### config.mk
export PLATFORM = sky130hd
export DESIGN_NAME = lcd16x2_arbiter
export DESIGN_NICKNAME = d
export VERILOG_FILES = /design/src/rtl/lcd16x2_pkg.sv /design/src/rtl/lcd_rr_pick.sv /design/src/rtl/lcd16x2_arbiter.sv
export SDC_FILE = /design/constraint.sdc
export NUM_CORES = 1
export LEC_CHECK = 0
export ABC_AREA = 0
export CORE_MARGIN = 2
export CORE_UTILIZATION = 64
export CTS_BUF_LIST = sky130_fd_sc_hd__clkbuf_8
export DETAILED_ROUTE_END_ITERATION = 10
export DONT_BUFFER_PORTS = 1
export GPL_ROUTABILITY_DRIVEN = 0
export PLACE_DENSITY_LB_ADDON = 0.25
export SYNTH_ARGS = -nofsm -noshare
export SYNTH_HDL_FRONTEND = slang
export SYNTH_SLANG_ARGS = --single-unit
### constraint.sdc
create_clock -name clk_i -period 2 [get_ports clk_i]
set_clock_uncertainty 0.1 [all_clocks]
set_input_delay 0.4 -clock clk_i [delete_from_list [all_inputs] [get_ports clk_i]]
set_output_delay 0.4 -clock clk_i [all_outputs]
set_load 0.005 [all_outputs]
### src/rtl/lcd16x2_pkg.sv
// rtl/lcd16x2_pkg.sv - shared types, opcodes and width helper for the lcd16x2 arbiter
package lcd16x2_pkg;

    typedef enum logic [1:0] {
        IDLE  = 2'd0,
        ISSUE = 2'd1,
        WAIT  = 2'd2
    } arb_state_t;

    localparam logic [1:0] LCD_OPS_CMD  = 2'd0;
    localparam logic [1:0] LCD_OPS_DATA = 2'd1;

    // Never returns less than 1 so a width derived from it is always legal.
    function automatic int clog2(input int n);
        int r;
        r = 1;
        while ((1 << r) < n) r++;
        return r;
    endfunction

endpackage

### src/rtl/lcd_rr_pick.sv
// rtl/lcd_rr_pick.sv - combinational round-robin picker scanning upward from ptr+1 with wrap
module lcd_rr_pick
    import lcd16x2_pkg::*;
#(
    parameter  int NUM_REQ = 2,
    localparam int PW      = clog2(NUM_REQ)
) (
    input  logic [NUM_REQ-1:0] req,
    input  logic [PW-1:0]      ptr,
    output logic [NUM_REQ-1:0] gnt,
    output logic               valid
);

    logic [PW-1:0] idx;

    always_comb begin
        gnt   = '0;
        valid = 1'b0;
        idx   = ptr;
        for (int s = 0; s < NUM_REQ; s++) begin
            idx = (idx == PW'(NUM_REQ - 1)) ? '0 : idx + 1'b1;
            if (!valid && req[idx]) begin
                gnt[idx] = 1'b1;
                valid    = 1'b1;
            end
        end
    end

endmodule

### src/rtl/lcd16x2_arbiter.sv
// rtl/lcd16x2_arbiter.sv - round-robin sharing of one lcd16x2 driver; LCD_ARB_LOCK_EN adds lock_i
module lcd16x2_arbiter
    import lcd16x2_pkg::*;
#(
    parameter int NUM_REQ     = 2,
    parameter int TIMEOUT_CYC = 1024
) (
    input  logic                 clk_i,
    input  logic                 rst_ni,
    input  logic [NUM_REQ-1:0]   req_i,
    input  logic [NUM_REQ*8-1:0] data_i,
    input  logic [NUM_REQ*2-1:0] ops_i,
`ifdef LCD_ARB_LOCK_EN
    input  logic [NUM_REQ-1:0]   lock_i,
`endif
    output logic [NUM_REQ-1:0]   gnt_o,
    output logic [NUM_REQ-1:0]   done_o,
    output logic                 err_o,
    output logic                 busy_o,
    output logic [7:0]           lcd_data_o,
    output logic [1:0]           lcd_ops_o,
    output logic                 lcd_enb_o,
    input  logic                 lcd_rdy_i
);

    localparam int PW = clog2(NUM_REQ);
    localparam int CW = clog2(TIMEOUT_CYC);

    arb_state_t         state, state_n;
    logic [PW-1:0]      ptr, ptr_n;
    logic [CW-1:0]      cnt, cnt_n;
    logic               lock_hold, lock_hold_n;

    logic [NUM_REQ-1:0] pick_gnt, win;
    logic               pick_valid, win_valid;
    logic [PW-1:0]      win_idx;
    logic [7:0]         win_data;
    logic [1:0]         win_ops;

    logic [NUM_REQ-1:0] gnt_n, done_n;
    logic               err_n, busy_n, enb_n;
    logic [7:0]         data_n;
    logic [1:0]         ops_n;

    lcd_rr_pick #(.NUM_REQ(NUM_REQ)) u_pick (
        .req   (req_i),
        .ptr   (ptr),
        .gnt   (pick_gnt),
        .valid (pick_valid)
    );

    // A held lock regrants the previous owner ahead of the round-robin scan.
    always_comb begin
        win       = pick_gnt;
        win_valid = pick_valid;
`ifdef LCD_ARB_LOCK_EN
        if (lock_hold && req_i[ptr]) begin
            win      = '0;
            win[ptr] = 1'b1;
            win_valid = 1'b1;
        end
`endif
        win_idx  = '0;
        win_data = '0;
        win_ops  = LCD_OPS_CMD;
        for (int k = 0; k < NUM_REQ; k++) begin
            if (win[k]) begin
                win_idx  = PW'(k);
                win_data = data_i[8*k +: 8];
                win_ops  = ops_i[2*k +: 2];
            end
        end
    end

    always_comb begin
        state_n     = state;
        ptr_n       = ptr;
        cnt_n       = cnt;
        lock_hold_n = lock_hold;
        gnt_n       = '0;
        done_n      = '0;
        err_n       = 1'b0;
        enb_n       = lcd_enb_o;
        data_n      = lcd_data_o;
        ops_n       = lcd_ops_o;
        case (state)
            IDLE: begin
                if (lock_hold && !req_i[ptr]) lock_hold_n = 1'b0;
                if (lcd_rdy_i && win_valid) begin
                    state_n = ISSUE;
                    gnt_n   = win;
                    ptr_n   = win_idx;
                    cnt_n   = '0;
                    enb_n   = 1'b1;
                    data_n  = win_data;
                    ops_n   = win_ops;
                end
            end
            ISSUE: begin
                if (!lcd_rdy_i) begin
                    state_n = WAIT;
                    enb_n   = 1'b0;
                end else if (cnt == CW'(TIMEOUT_CYC - 1)) begin
                    state_n     = IDLE;
                    enb_n       = 1'b0;
                    err_n       = 1'b1;
                    lock_hold_n = 1'b0;
                end else begin
                    cnt_n = cnt + 1'b1;
                end
            end
            WAIT: begin
                if (lcd_rdy_i) begin
                    state_n     = IDLE;
                    done_n[ptr] = 1'b1;
`ifdef LCD_ARB_LOCK_EN
                    lock_hold_n = lock_i[ptr];
`else
                    lock_hold_n = 1'b0;
`endif
                end
            end
            default: state_n = IDLE;
        endcase
        // Busy spans the grant cycle through the completion (or abort) pulse.
        busy_n = (state_n != IDLE) || (|done_n) || err_n;
    end

    always_ff @(posedge clk_i or negedge rst_ni) begin
        if (!rst_ni) begin
            state      <= IDLE;
            ptr        <= PW'(NUM_REQ - 1);
            cnt        <= '0;
            lock_hold  <= 1'b0;
            gnt_o      <= '0;
            done_o     <= '0;
            err_o      <= 1'b0;
            busy_o     <= 1'b0;
            lcd_enb_o  <= 1'b0;
            lcd_data_o <= '0;
            lcd_ops_o  <= LCD_OPS_CMD;
        end else begin
            state      <= state_n;
            ptr        <= ptr_n;
            cnt        <= cnt_n;
            lock_hold  <= lock_hold_n;
            gnt_o      <= gnt_n;
            done_o     <= done_n;
            err_o      <= err_n;
            busy_o     <= busy_n;
            lcd_enb_o  <= enb_n;
            lcd_data_o <= data_n;
            lcd_ops_o  <= ops_n;
        end
    end

endmodule
Yosys cells after proc, flatten, opt, wreduce, memory -nomap -nowiden
Index checks and enable logic that the tools add are counted.

storage, ports and cells
  output and inout port bits = 17
  logic and storage cells = 83
  flip-flop bits (word level) = 30
  bits of input ports = 25

operators by class
  mux-type cells = 41
  reduce and logical (&&, ||, !) cells = 15
  bitwise gates (word level) = 1
  eq/ne operators = 7
  add/sub/neg operators = 3
  magnitude comparators = 6

operators by type and width
  cell                                                                           count
  10-bit 2-to-1 mux                                                              3
  2-bit 2-to-1 mux                                                               12
  10-bit case mux with 2 select lines                                            1
  1-bit 2-to-1 mux                                                               18
  8-bit 2-to-1 mux                                                               2
  10-bit by 1-bit adder with 10-bit output (second input constant)               1
  10-bit == test (second input constant)                                         1
  1-bit by 2-bit less-than comparator with 1-bit output (second input constant)  3
  2-bit != test (second input constant)                                          3
  2-bit case mux with 3 select lines                                             1
  1-bit logical AND                                                              5
  4-bit AND reduction                                                            1
  2-bit nonzero test                                                             2
  1-bit demux with 1-bit select                                                  3
  1-bit greater-or-equal comparator (second input constant)                      3
  3-bit != test (second input constant)                                          1
  3-bit AND reduction                                                            1
  1-bit adder (second input constant)                                            2
  2-bit by 1-bit == test with 1-bit output (second input constant)               1
  2-bit == test (second input constant)                                          1
  2-bit logical NOT                                                              1
  1-bit logical OR                                                               2
  2-bit bitwise OR                                                               1
  1-bit case mux with 2 select lines                                             1
  other kinds (3)                                                                3

Longest topological paths before layout
  word-level depth = 14
  gate-level depth with buffers = 5
  depth with buffers taken out = 5

By module
From an unflattened synthesis, not the netlist that was laid out.

unflattened totals
  cell total of the unflattened synthesis = 144
  area total of the unflattened synthesis = 1471.4 µm²

by module, submodules not included
  module           area an instance (µm²)  cells each  instances
  lcd16x2_arbiter  1446.4                  140         1
  lcd_rr_pick      25.0                    4           1

Least setup slack after synthesis
Ideal clock, no wire load.

  kind = reg-to-reg
  start point = reg cnt[0]
  end point = reg cnt[0]
  data required time = 1.776 ns
  slack = 0.356 ns
  arrival = 1.420 ns
  setup time = 0.124 ns
  stages on the path, launching flop included = 6
  cell sequence = dfrtp_1 ha_1 and3_1 and3_1 and3_1 a211o_1

between the ends
  longest elaborated chain between the ends = 4
  elaborated cells on any way between the ends = 7
  those cells by class = 1 x add/sub; 2 x eq/ne; 3 x mux; 1 x reduce/logical

RTL lines
  item                                      RTL line                source
  from (decl)                               lcd16x2_arbiter.sv:31   logic [CW-1:0] cnt, cnt_n;
  from (signal assigned)                    lcd16x2_arbiter.sv:145  cnt <= cnt_n;
  10-bit by 1-bit adder with 10-bit output  lcd16x2_arbiter.sv:109  cnt_n = cnt + 1'b1;
  10-bit 2-to-1 mux                         lcd16x2_arbiter.sv:103  end else if (cnt == CW'(TIMEOUT_CYC - 1)) begin
  10-bit 2-to-1 mux                         lcd16x2_arbiter.sv:100  if (!lcd_rdy_i) begin
  10-bit case mux with 2 select lines       lcd16x2_arbiter.sv:86   case (state)

Parallel ways exist; a longest one is shown, timed or not. The select of a mux whose other input is x is not followed.
A chain may end at the register's enable or synchronous reset.

Final worst setup path
  start point = reg cnt[0]
  end point = reg cnt[1]

The elaborated chain is that of the path after synthesis.

==> flow_summary.ini <==
[clock_tree]
cts.sinks = 30
cts_tree = yes
clkTransAtPathRegs_ps = 60
clock_latency_ps = 280
cts_buffers = 5
cts_setup_buffers = 0
htree_levels = 2
clockRootBuffer = clkbuf_8
clockBufferDepth = 2

[global_route]
overflow = 0
antenna_found_initial = 0
grt_pass1_wl_mm = 4.51
grt.total_usage = 0.250
grt_pass1_vias = 1005
grt_start_max_net_pins = 31

[synth]
synth-seq-area-share = 0.542
ys_warn_count = 0
synth_top_area_frac = 0.523
yosysMostFrequentCell = dfrtp_1
synth_area_leaders = dfrtp_1, mux2i_1, nand2_1
synth_largest_area_cell = dfrtp_1
syn_nets = 158
synthCells = 132
synth-edff-count = 0
yosys_register_bits = 30
avgSynthCellArea_um2 = 10.5
synth_commonest_cells = dfrtp_1, nand2_1, mux2i_1
async_reset_ff_frac = 1.00
synth.distinct_cells = 35
synth_ff_type = dfrtp_1
syn-cell-area_um2 = 1390

[power]
peakVddDrop_mv = 0.784
power_density_nw_per_um2 = 1190
p_leak_nw = 0.734

[detailed_routing]
drt_iter0_drc = 44
vias_per_cell = 6.37
num_vias = 1064
ant_nets = 0
dr.pass1.iters = 4
wl_mm = 2.77
wl_per_cell_um = 16.6
drc = 0

[placement]
place_hpwl_mm = 1.98
port_buffers = 0
dpl-instance-area_um2 = 1410

[timing]
setup-tns-final_ps = 0
grt_setup_unrepaired = no
period_minus_slack_ps = 1770
max_freq_mhz = 564
slew_viol_final = 0
worst_slew_pin_slew_ps = 461
hold_viol = 0
setup_viol = 0
maxSlewHeadroom = 0.690
timing.final.crit_share = 0.887

[worst_setup_path]
end_kind = flop
slowest_stage = dfrtp_1
path_buf_inv = 0
arrival_ps = 1840
crit_type = flop to flop
crit_path_max_incr_delay_ps = 430
crit_path_cell_trace = ha_1, and3_1, and3_1, and3_1, a211o_1
cpMostUsedCell = and3_1
crit_required_ps = 2070
crit_family = simple AND/OR/NAND/NOR gates
critPathLaunchType = flop
path_max_fanout = 6

[final_layout]
seqCellArea_um2 = 752
nets = 165
multi_input_area_um2 = 601
num_antenna_cells = 0
design_area_um2 = 1530
drive_gt1_frac = 0.0929
area_growth_pct = 10.6
fillers = 134

[run_status]
status = completed

[die]
io_pins = 42
core-area_um2 = 2000
die_area_um2 = 2550
initial_utilization = 0.693
die_h_um = 50.5
fp-row-count = 16
fp.dieW_um = 50.5

[run]
max_cap_violations = 0

[hold_path]
hp-class = primary input to flop
metal layers:
| layer | up-vias | part of all wire | global-route usage |
|---|---|---|---|
| met5 | - | 0 | 0 |
| met4 | 0 | 0.034 | 0.144 |
| met3 | 9 | 0.082 | 0.104 |
| met2 | 53 | 0.47 | 0.353 |
| met1 | 511 | 0.42 | 0.323 |
| li1 | 491 | - | - |
path summary, 6_finish.rpt:
kind / slack [ps] / end / from / depth (start not counted)
worst max-delay path: 230 / cnt[1] / cnt[0] / 5
worst min-delay path: 80 / state[1] / lcd_rdy_i / 1
worst max register to register: 230 / cnt[1] / cnt[0] / 5
worst min register to register: 420 / lcd_data_o[6] / lcd_data_o[6] / 2
max in group asynchronous: 1100 / ptr / rst_ni / 2
min in group asynchronous: 470 / err_o / rst_ni / 2
logic make-up (layout without fill, tap and decap cells):
kind of cell	Yosys count	in the layout	share of synthesized area
simple gates	55	55	0.205
flops	30	30	0.542
compound gates	27	27	0.126
mux	12	12	0.0866
buf+inv	6	14	0.0244
fa+ha+maj	1	1	0.00902
xor+xnor	1	1	0.00632
layout by cell type (no fill, tap or decap), drive strengths merged, types with 3 or more instances in the layout:
cell,Yosys,final
and2,3,3
and3,5,5
buf,5,4
clkbuf,0,6
dfrtp,29,29
mux2i,12,12
nand2,17,17
nand3,5,5
nor2,8,8
nor3,6,6
o21ai,13,13
state kept, by name, summed over array words and instances, names as in the netlist:
name	cells
cnt	10
lcd_ops_o	2
busy_o	1
done_o	2
err_o	1
ptr	1
gnt_o	2
lcd_enb_o	1
lcd_data_o	8
state	2
where the power goes:
| group | leakage, nW | total (mW) | internal, mW | switching, mW |
|---|---|---|---|---|
| registers | 0.388 | 0.949 | 0.784 | 0.165 |
| logic | 0.293 | 0.381 | 0.170 | 0.211 |
| clock network | 0.0524 | 0.493 | 0.272 | 0.221 |
| total | 0.734 | 1.82 | 1.23 | 0.598 |
through the flow:
stage	utilization	cells	hold slack, ps	power [mW]	setup slack, ps
after floorplan	-	132	4.41	1.22	356
after global placement	0.706	157	4.94	1.28	318
after detailed placement	0.706	157	4.97	1.32	253
after CTS	0.766	167	59.8	1.84	244
after global routing	0.766	167	62.6	1.93	109
final	0.766	167	75.9	1.82	226
repair_timing:
| action | 4_1_cts | 5_1_grt |
|---|---|---|
| hold buffers | 2 | 0 |
| hold endpoints to repair | 30 | 0 |
| resized for setup | 0 | 0 |
cell type report:
cell class,instances,share of cell area
clock buffer,6,0.0538
clock inverter,2,0.00571
inverter,1,0.00245
multi-input combinational,96,0.392
sequential,30,0.490
tap,27,0.0220
timing repair buffer,5,0.0343
Note: power is estimated with default switching activity, not from simulation.
